<file path="config.mk">
export PLATFORM = sky130hd
export DESIGN_NAME = wb_sel_stage
export DESIGN_NICKNAME = d
export VERILOG_FILES = /design/src/rtl/wb_sel_stage.sv
export SDC_FILE = /design/constraint.sdc
export NUM_CORES = 1
export LEC_CHECK = 0
export BUFFER_PORTS_ARGS = -buffer_cell sky130_fd_sc_hd__clkbuf_2
export CELL_PAD_IN_SITES_DETAIL_PLACEMENT = 0
export CELL_PAD_IN_SITES_GLOBAL_PLACEMENT = 1
export CORE_MARGIN = 3
export CORE_UTILIZATION = 30
export CTS_CLUSTER_SIZE = 14
export DETAILED_ROUTE_END_ITERATION = 16
export PLACE_DENSITY = 0.77
export SETUP_SLACK_MARGIN = 0.05
export SLEW_MARGIN = 20
export SYNTH_ARGS = -nofsm -noshare
export SYNTH_HDL_FRONTEND = slang
export SYNTH_SLANG_ARGS = --single-unit
</file>
<file path="constraint.sdc">
create_clock -name clk -period 2.7 [get_ports clk]
set_input_delay 0.27 -clock clk [delete_from_list [all_inputs] [get_ports clk]]
set_output_delay 0.27 -clock clk [all_outputs]
set_load 0.02 [all_outputs]
</file>
<file path="src/rtl/wb_sel_stage.sv">
`default_nettype none
// +----------------------------------------------------------------------------+
// | Module   : wb_sel_stage                                                    |
// | Brief    : Parametrised write-back source select with load extraction,     |
// |            link increment and a stall/flush output register.               |
// | Revision : 1.0                                                             |
// +----------------------------------------------------------------------------+
module wb_sel_stage #(
  parameter int XLEN    = 32,
  parameter int NSRC    = 4,
  parameter int SEL_W   = $clog2(NSRC),
  parameter int MEM_IDX = 3,
  parameter int PC_IDX  = 1,
  parameter int PC_INC  = 4
) (
  input  logic                 clk,
  input  logic                 rst,
  input  logic [NSRC*XLEN-1:0] src,
  input  logic [SEL_W-1:0]     rd_sel,
  input  logic [2:0]           ld_mode,
  input  logic [1:0]           ld_off,
  input  logic                 in_valid,
  input  logic [4:0]           in_rd_addr,
  input  logic                 in_rd_we,
  input  logic                 stall,
  input  logic                 flush,
  output logic [XLEN-1:0]      rd_d,
  output logic [4:0]           rd_addr,
  output logic                 rd_we,
  output logic                 out_valid
);

  localparam logic [2:0] c_LB  = 3'b000;
  localparam logic [2:0] c_LH  = 3'b001;
  localparam logic [2:0] c_LW  = 3'b010;
  localparam logic [2:0] c_LBU = 3'b100;
  localparam logic [2:0] c_LHU = 3'b101;

  logic [XLEN-1:0] w_src [NSRC];
  logic [XLEN-1:0] w_mem_word;
  logic [XLEN-1:0] w_pc_word;
  logic [XLEN-1:0] w_mem_ext;
  logic [XLEN-1:0] w_sel;
  logic [15:0]     w_half;
  logic [7:0]      w_byte;
  logic [31:0]     w_idx;

  logic [XLEN-1:0] r_d;
  logic [4:0]      r_addr;
  logic            r_we;
  logic            r_valid;

  genvar k;
  generate
    for (k = 0; k < NSRC; k++) begin : g_unpack
      assign w_src[k] = src[k*XLEN +: XLEN];
    end

    // Special indices outside the source range simply never match.
    if (MEM_IDX < NSRC) begin : g_mem
      assign w_mem_word = w_src[MEM_IDX];
    end else begin : g_no_mem
      assign w_mem_word = '0;
    end

    if (PC_IDX < NSRC) begin : g_pc
      assign w_pc_word = w_src[PC_IDX];
    end else begin : g_no_pc
      assign w_pc_word = '0;
    end
  endgenerate

  assign w_half = 16'(w_mem_word >> {ld_off, 3'b000});
  assign w_byte = w_half[7:0];
  assign w_idx  = 32'(rd_sel);

  always_comb begin
    w_mem_ext = w_mem_word;
    case (ld_mode)
      c_LB:    w_mem_ext = {{(XLEN-8){w_byte[7]}}, w_byte};
      c_LBU:   w_mem_ext = {{(XLEN-8){1'b0}}, w_byte};
      c_LH:    w_mem_ext = {{(XLEN-16){w_half[15]}}, w_half};
      c_LHU:   w_mem_ext = {{(XLEN-16){1'b0}}, w_half};
      c_LW:    w_mem_ext = w_mem_word;
      default: w_mem_ext = w_mem_word;
    endcase
  end

  // Later assignments override earlier ones, giving MEM priority over PC.
  always_comb begin
    w_sel = '0;
    if (w_idx < 32'(NSRC)) begin
      for (int i = 0; i < NSRC; i++) begin
        if (w_idx == 32'(i)) w_sel = w_src[i];
      end
      if (w_idx == 32'(PC_IDX))  w_sel = w_pc_word + XLEN'(PC_INC);
      if (w_idx == 32'(MEM_IDX)) w_sel = w_mem_ext;
    end
  end

  always_ff @(posedge clk or posedge rst) begin
    if (rst) begin
      r_d     <= '0;
      r_addr  <= '0;
      r_we    <= 1'b0;
      r_valid <= 1'b0;
    end else if (flush) begin
      r_d     <= '0;
      r_addr  <= '0;
      r_we    <= 1'b0;
      r_valid <= 1'b0;
    end else if (!stall) begin
      r_valid <= in_valid;
      r_addr  <= in_rd_addr;
      r_we    <= in_valid & in_rd_we & (|in_rd_addr);
      if (in_valid) r_d <= w_sel;
    end
  end

  assign rd_d      = r_d;
  assign rd_addr   = r_addr;
  assign rd_we     = r_we;
  assign out_valid = r_valid;

endmodule
`default_nettype wire

</file>
==> flow_summary.ini, run 1 <==
[run_status]
outcome = completed

[place]
routabilityCongestion = 0.9177
dpl.hpwl_um = 12360
io_buffers = 184
dp.cells = 792

[worst_hold_path]
hp-class = in -> async

[clock_tree]
htree_levels = 2
numCtsBuffers = 5
cts_tree = yes
clk_path_buf_depth = 2
cts_hold_buf = 0
cts_setup_buffers = 0
clk_latency_ns = 0.28
clock_tree.root_cell = clkbuf_16
ctsResizeCount = 0
clk_pin_slew_ns = 0.06
clkSinkCount = 39

[drt]
drt_iter0_markers = 215
vias = 4418
first_pass_iters = 5
finalWirelength_um = 15110
viasPerCell = 5.529
ant_nets = 0
drc = 0
avgRoutedWirePerCell_um = 18.91

[logic_synthesis]
ys_seq_area_share_pct = 25.68
post-synth-top-area-fraction_pct = 25.68
yosysUniqueCellTypes = 63
synth_nets = 617
synthTopCellsByArea = dfrtp_1 26%, mux2i_1 6.6%, nand2_1 5.6%, o21ai_0 4.3%, a221oi_2 4.0%
syn_area_per_cell_um2 = 8.085
async_flop_share_pct = 100.0
synth_common_cells = 57 x nand2_1, 39 x dfrtp_1, 33 x o21ai_0, 28 x nor2_1, 25 x mux2i_1
ys_seq_elements = 39
synth.most_common_cell = nand2_1
ys.warnings.count = 0
synth_edf_count = 0
synth.cell_area_mm2 = 0.003800
synth_cells = 470
synthFlopType = dfrtp_1
yosysTopAreaCell = dfrtp_1

[die]
die_width_um = 118.5
die_height_um = 118.5
initial_core_util_pct = 31.12
design.core.area_mm2 = 0.01221
std_cell_rows = 40
ios = 185
die-area_mm2 = 0.01405

[finish]
fillCellCount = 1321
layout.cells.non_filler = 799
utilization_pct = 40.99
regArea_um2 = 975.9
fin_nets = 778
drive_above_1_share_pct = 36.29
antennaDiodeCount = 0
syn_to_final_growth_pct = 31.74
multi_input_area_mm2 = 0.002620

[sta]
period_share_pct = 70.46
max_freq_mhz = 525.7
slew_headroom_pct = 36.11
setup_viol = 0
finalMaxSlewViolations = 0
fin_skew_ns = 0
rsz0062_at_grt = no
timing.setup.tns_ns = 0
period_minus_slack_ns = 1.902
hold_viol_final = 0
tightest_slew_ns = 0.9573

[grt]
grt_max_degree = 35
grt_pass1_vias = 4389
grt_pass1_wl_um = 23310
antenna_found_initial = 0
grt.total_usage_pct = 20.63
grt.overflow.total = 0

[power]
intPower_mw = 1.283
power_switching_uw = 607.4
seq_power_share_pct = 33.9
p_comb_share_pct = 31.4
p_clk_share_pct = 34.7
swShare_pct = 32.12
peakVddDrop_uv = 248.3
powerDensity_mw_per_mm2 = 377.7
p_leak_nw = 2.310

[flow_run]
max_cap_violations = 0

[worst_setup_path]
end_kind = register
path_class = in -> reg
cp_data_required_time_ns = 2.86
cp-start-kind = primary input
arrival_ns = 2.06
cp_max_fo = 16
[through the flow]
step	hold slack (ns)	setup WS (ns)	instance area, um^2	total power [mW]
final	0.1801	0.7976	5006	1.891
after floorplan	0.4230	0.9210	3800	0.9793
after global placement	0.4607	0.5597	4847	1.238
after global routing	0.2635	0.6800	5006	1.975
after detailed placement	0.4639	0.5280	4847	1.244
after CTS	0.2174	0.8114	5006	1.904
[layout by cell type, fill, tap and decap left out, drive strengths merged, types with 4 or more instances in the layout]
cell type,instances
and4,5
nand3,15
xor2,5
nor2b,24
or3,4
o31ai,6
xnor2,4
nand4,18
buf,14
mux2i,25
a21oi,17
nor3,5
nor4,4
nand3b,4
a211o,5
nand2b,10
clkbuf,190
a32o,4
inv,4
dfrtp,39
o22ai,4
and3,4
nor2,28
a221oi,20
o21ai,36
a22o,6
a211oi,17
nand2,57
o41ai,16
[worst max-delay path, cell delays in order]
cell	delay, ns
clkbuf_2	0.32
mux4_2	0.60
mux2_4	0.40
a221oi_1	0.34
o41ai_1	0.13
[state kept, by name, indices dropped and copies added, names as in the netlist]
name       count
rd_d          32
rd_addr        5
out_valid      1
rd_we          1
[power by group through the flow]
stage                     Combinational, mW  Clock (mW)  Sequential, mW
after floorplan                       0.291           0           0.688
after detailed placement              0.593           0           0.652
after global routing                  0.647       0.683           0.644
final                                 0.594       0.657           0.640
after global placement                0.587           0           0.651
after CTS                             0.595       0.668           0.641
[logic make-up (layout without fill, tap and decap cells)]
family	count (synthesis)	in the layout	share of synthesized area, %
and+or+nand+nor	188	188	26.67
AOI/OAI and AO/OA	156	156	31.51
buffers and inverters	48	209	5.565
DFF	39	39	25.68
muxes	29	29	8.166
xor gates and xnor gates	9	9	2.074
adders and majority gates	1	1	0.3292
[final cells by class]
class	instances	area share, %
clock buffers	6	2.574
clock inverters	1	0.5999
inverters	4	0.2999
multi-input cells	383	52.34
flip-flops and latches	39	19.50
well taps	168	4.199
repair buffers	198	20.49
[path summary, 6_finish.rpt]
check / from / slack (ns) / endpoint / cells past startpoint
min in group clk: in_rd_we / 0.24 / rd_we / 3
setup / recovery: ld_off[1] / 0.80 / rd_d[30] / 5
hold reg to reg: rd_d[25] / 0.48 / rd_d[25] / 2
setup reg to reg: rd_d[31] / 1.45 / rd_d[31] / 4
max in group asynchronous: rst / 1.81 / rd_d[7] / 3
hold / removal: rst / 0.18 / rd_d[21] / 2
[routing by layer]
| metal | GRT usage, % | wire length, um | vias up | share of wire [%] |
|---|---|---|---|---|
| met3 | 3.923 | 1135 | 20 | 7.5 |
| li1 | - | - | 2127 | - |
| met1 | 28.90 | 6751 | 2077 | 45 |
| met2 | 32.58 | 6928 | 194 | 46 |
| met4 | 5.358 | 295 | 0 | 2.0 |
| met5 | 0 | 0 | - | 0 |
Power figures use the tool's default switching activity.
==> run 2: changes to the inputs <==
clock period = 1.88 ns   (was 2.7 ns; I/O delays follow)
==> run 2 against run 1 <==
  * The flow now finishes with violations (hold timing)
  * First-iteration DRC count is 61% higher
  * Sequential share of layout area down 0.77 points
  * Utilization up 1.7 points
  * Sequential power grew 44%
  * Worst setup slack worse by 0.62 ns
  * Flip-flop and latch count is the same
  * Critical path depth is 1 higher
  * Design area up 4.1%
  * Worst hold slack lost 0.19 ns
  * Critical endpoint is now rd_d[23]
==> flow_summary.ini, run 2 (synthesis results as in run 1) <==
[run_status]
outcome = finished, violations left
violations = hold timing

[grt]
met1_usage_pct = 30.72
grt_pass1_wl_um = 23960
top_usage_layer = met2
grt_pass1_vias = 4407
grt_use_met2_pct = 33.25
antenna_found_initial = 0
grt.overflow.total = 0
grt_max_degree = 40
grt.total_usage_pct = 21.36
use_met3_pct = 4.067

[power]
swShare_pct = 32.71
peakVddDrop_uv = 306.3
p_clk_share_pct = 34.7
power_switching_uw = 914.6
powerDensity_mw_per_mm2 = 536.4
p_leak_nw = 2.430
seq_power_share_pct = 33.0
p_comb_share_pct = 32.4
intPower_mw = 1.881

[finish]
mostFrequentLayoutCell = clkbuf_2
fillCellCount = 1295
design_area_mm2 = 0.005213
largest_reg_flops = 32
antennaDiodeCount = 0
utilization_pct = 42.68
syn_to_final_growth_pct = 37.17
drive_above_1_share_pct = 38.59
regArea_um2 = 975.9
multi_input_area_mm2 = 0.002620
final_cell_mix = 184 x clkbuf_2, 57 x nand2_1, 39 x dfrtp_1
fin_nets = 800

[die]
ios = 185
die-area_mm2 = 0.01405
initial_core_util_pct = 31.12
design.core.area_mm2 = 0.01221
die_height_um = 118.5
std_cell_rows = 40
die_width_um = 118.5

[drt]
vias = 4508
finalWirelength_um = 15660
viasPerCell = 5.491
avgRoutedWirePerCell_um = 19.07
first_pass_iters = 5
ant_nets = 0
drt_iter0_markers = 347
drc = 0

[clock_tree]
numCtsBuffers = 5
clk_pin_slew_ns = 0.06
cts_hold_buf = 0
clk_latency_ns = 0.28
ctsResizeCount = 0
htree_levels = 2
clk_path_buf_depth = 2
cts_setup_buffers = 0
clock_tree.root_cell = clkbuf_16
cts_tree = yes
clkSinkCount = 39

[sta]
fin_skew_ns = 0
tightest_slew_ns = 0.7238
period_share_pct = 90.67
hold_viol_final = 7
setup_ws_ns = 0.1753
slew_headroom_pct = 51.11
rsz0062_at_grt = no
finalMaxSlewViolations = 0
max_freq_mhz = 586.6
hold-worst-slack_ns = -0.004940
period_minus_slack_ns = 1.705
setup_viol = 0

[place]
io_buffers = 184
dpl.hpwl_um = 12900
placed_area_mm2 = 0.005050
routabilityCongestion = 0.9580
post-place-ws_ns = -0.05914

[worst_setup_path]
cp_common_cell = o41ai_1
path_cells = clkbuf_2 -> buf_4 -> and4_1 -> nand4_2 -> o41ai_1 -> o41ai_1
ff2ff_path_depth = 4
cp-start-kind = primary input
worst-path-stages = 6
cp_max_fo = 5
cp_data_required_time_ns = 2.02
arrival_ns = 1.85
critPathMaxStageDelay_ns = 0.74
path_class = in -> reg
cp_slowest_cell = o41ai_1
cpLargestDelayFamily = compound AO/OA/AOI/OAI gates
end_kind = register
cp_num_buf_inv = 2

[worst_hold_path]
hp-class = in -> async

[flow_run]
max_cap_violations = 0
## run 2: power groups by stage
stage               sequential, mW  clock (mW)  combinational (mW)
finish                       0.921       0.970               0.905
global route                 0.927        1.00               0.988
global placement             0.937           0               0.891
detailed placement           0.937           0               0.902
floorplan                    0.988           0               0.418
CTS                          0.922       0.973               0.904
## run 2: area by class of cell
type | count | share of cell area [%]
Multi-Input combinational cell | 383 | 50.26
Clock buffer | 5 | 2.400
Timing Repair Buffer | 220 | 23.57
Inverter | 4 | 0.2880
Sequential cell | 39 | 18.72
Tap cell | 168 | 4.033
Clock inverter | 2 | 0.7201
## run 2: worst paths after layout
check	startpoint	to	slack (ns)
worst max register to register	rd_d[31]	rd_d[31]	0.59
worst min register to register	rd_d[24]	rd_d[24]	0.49
min in group clk	in_rd_we	rd_we	0.16
worst max-delay path	src[34]	rd_d[23]	0.18
max in group asynchronous	rst	rd_d[4]	1.52
worst min-delay path	rst	rd_addr[4]	-0.005
## run 2: metal layers
layer	part of all wire, %	vias up
li1	-	2171
met1	45	2117
met2	45	203
met3	7.7	17
met4	1.6	0
met5	0	-
## run 2: worst reg2reg max path, stage by stage, from the launching register on
cell	delay, ns
dfrtp_1	0.37
or3b_2	0.52
nand3_1	0.11
mux2i_1	0.11
nor2_1	0.11
## run 2: per-stage QoR
stage          hold slack [ns]  cells  power (mW)  TNS (ns)
3_3_place_gp            0.3267    814       1.828  -0.07900
2_1_floorplan           0.3410    470       1.406         0
3_5_place_dp            0.3252    814       1.839  -0.08081
4_1_cts                0.02105    821       2.800         0
6_report             -0.004940    821       2.796         0
5_1_grt                0.04527    821       2.918         0
==> run 3: changes to the inputs <==
clock period = 1.87 ns   (was 1.88 ns; I/O delays follow)
==> run 3 against run 2 <==
  * The flow now finishes without violations
  * Worst hold slack better by 0.010 ns
  * Largest cell class unchanged
  * Clock power increased by 4%
  * Power grew 1.8%
  * Register-to-register slack about the same
  * Critical endpoint unchanged
==> flow_summary.ini, run 3 (synthesis results as in run 1) <==
[worst_setup_path]
path_cells = clkbuf_2 -> buf_4 -> and4_1 -> nand4_2 -> o41ai_1 -> o41ai_1
cp_common_cell = o41ai_1
arrival_ns = 1.92
critPathMaxStageDelay_ns = 0.80
cp-start-kind = primary input
rr_startpoint = rd_d[31]
path_class = in -> reg
cp_slowest_cell = o41ai_1
cp_data_required_time_ns = 2.01
cp_num_buf_inv = 2
cp_max_fo = 5
critPathLaunch = src[34]
cpLargestDelayFamily = compound AO/OA/AOI/OAI gates
end_kind = register

[drt]
viasPerCell = 5.409
first_pass_iters = 4
avgRoutedWirePerCell_um = 18.95
finalWirelength_um = 15580
ant_nets = 0
drc = 0
vias = 4446
drt_iter0_markers = 250

[sta]
setup_viol = 0
hold-worst-slack_ns = 0.005530
rsz0062_at_grt = no
setup_ws_ns = 0.09174
finalMaxSlewViolations = 0
max_freq_mhz = 562.3
tightest_slew_ns = 0.7909
period_share_pct = 95.09
period_minus_slack_ns = 1.778
slew_headroom_pct = 46.58
fin_skew_ns = 0
hold_viol_final = 0

[finish]
utilization_pct = 42.78
design_area_mm2 = 0.005224
mostFrequentLayoutCell = clkbuf_2
final_cell_mix = 184 x clkbuf_2, 57 x nand2_1, 39 x dfrtp_1
antennaDiodeCount = 0
drive_above_1_share_pct = 38.69
fillCellCount = 1290
largest_reg_flops = 32
syn_to_final_growth_pct = 37.47
fin_nets = 800

[worst_hold_path]
hp-class = in -> async

[clock_tree]
clk_latency_ns = 0.28
clk_pin_slew_ns = 0.06
ctsResizeCount = 0
numCtsBuffers = 5
cts_hold_buf = 0
cts_setup_buffers = 0
cts_tree = yes
clkSinkCount = 39
clk_path_buf_depth = 2
htree_levels = 2
clock_tree.root_cell = clkbuf_16

[run_status]
outcome = completed

[place]
dpl.hpwl_um = 12810
post-place-ws_ns = -0.1142
placed_area_mm2 = 0.005050
routabilityCongestion = 0.9788
io_buffers = 184

[power]
p_comb_share_pct = 32.0
p_clk_share_pct = 35.5
p_leak_nw = 2.441
powerDensity_mw_per_mm2 = 544.7
seq_power_share_pct = 32.6
power_switching_uw = 912.0
total_power_mw = 2.845
peakVddDrop_uv = 278.5
intPower_mw = 1.933
swShare_pct = 32.05

[die]
initial_core_util_pct = 31.12
die_width_um = 118.5
die-area_mm2 = 0.01405
die_height_um = 118.5
std_cell_rows = 40
ios = 185
design.core.area_mm2 = 0.01221

[grt]
grt_max_degree = 41
grt.total_usage_pct = 21.21
antenna_found_initial = 0
grt.overflow.total = 0
grt_pass1_wl_um = 23890
grt_pass1_vias = 4320

[flow_run]
max_cap_violations = 0
-- run 3: per-layer routing --
metal  wire length [um]  track usage [%]  vias up
li1                   -                -     2170
met1               7231            31.31     2083
met2               6988            32.82      176
met3               1131            3.636       17
met4                226            3.548        0
met5                  0                0        -
-- run 3: cell type report --
class | count | area [um^2] | area share, %
well taps | 168 | 210.2 | 4.024
clock inverters | 2 | 35.03 | 0.6707
repair buffers | 220 | 1229 | 23.52
inverters | 4 | 15.01 | 0.2874
flip-flops and latches | 39 | 975.9 | 18.68
clock buffers | 6 | 138.9 | 2.659
multi-input cells | 383 | 2620 | 50.16
-- run 3: power groups by stage --
stage               clock network, mW  registers [mW]  logic, mW
floorplan                           0           0.993      0.421
global placement                    0           0.942      0.899
detailed placement                  0           0.942      0.907
CTS                              1.02           0.927      0.909
global route                     1.06           0.931      0.991
finish                           1.01           0.926      0.909
-- run 3: metrics by stage --
stage | instances | setup TNS [ns]
6_report | 822 | 0
4_1_cts | 822 | 0
3_5_place_dp | 814 | -0.2932
3_3_place_gp | 814 | -0.1250
2_1_floorplan | 470 | 0
5_1_grt | 822 | 0
-- run 3: tightest hold or removal path, stage by stage --
cell	delay (ns)
clkbuf_2	0.08
inv_1	0.04
buf_4	0.44
-- run 3: path summary, 6_finish.rpt --
check	endpoint	slack, ns	cells after the start
setup reg to reg	rd_d[31]	0.60	4
max in group asynchronous	rd_d[12]	1.49	3
min in group clk	rd_addr[2]	0.16	3
hold / removal	rd_addr[0]	0.006	3
hold reg to reg	rd_d[19]	0.48	2
setup / recovery	rd_d[23]	0.09	6
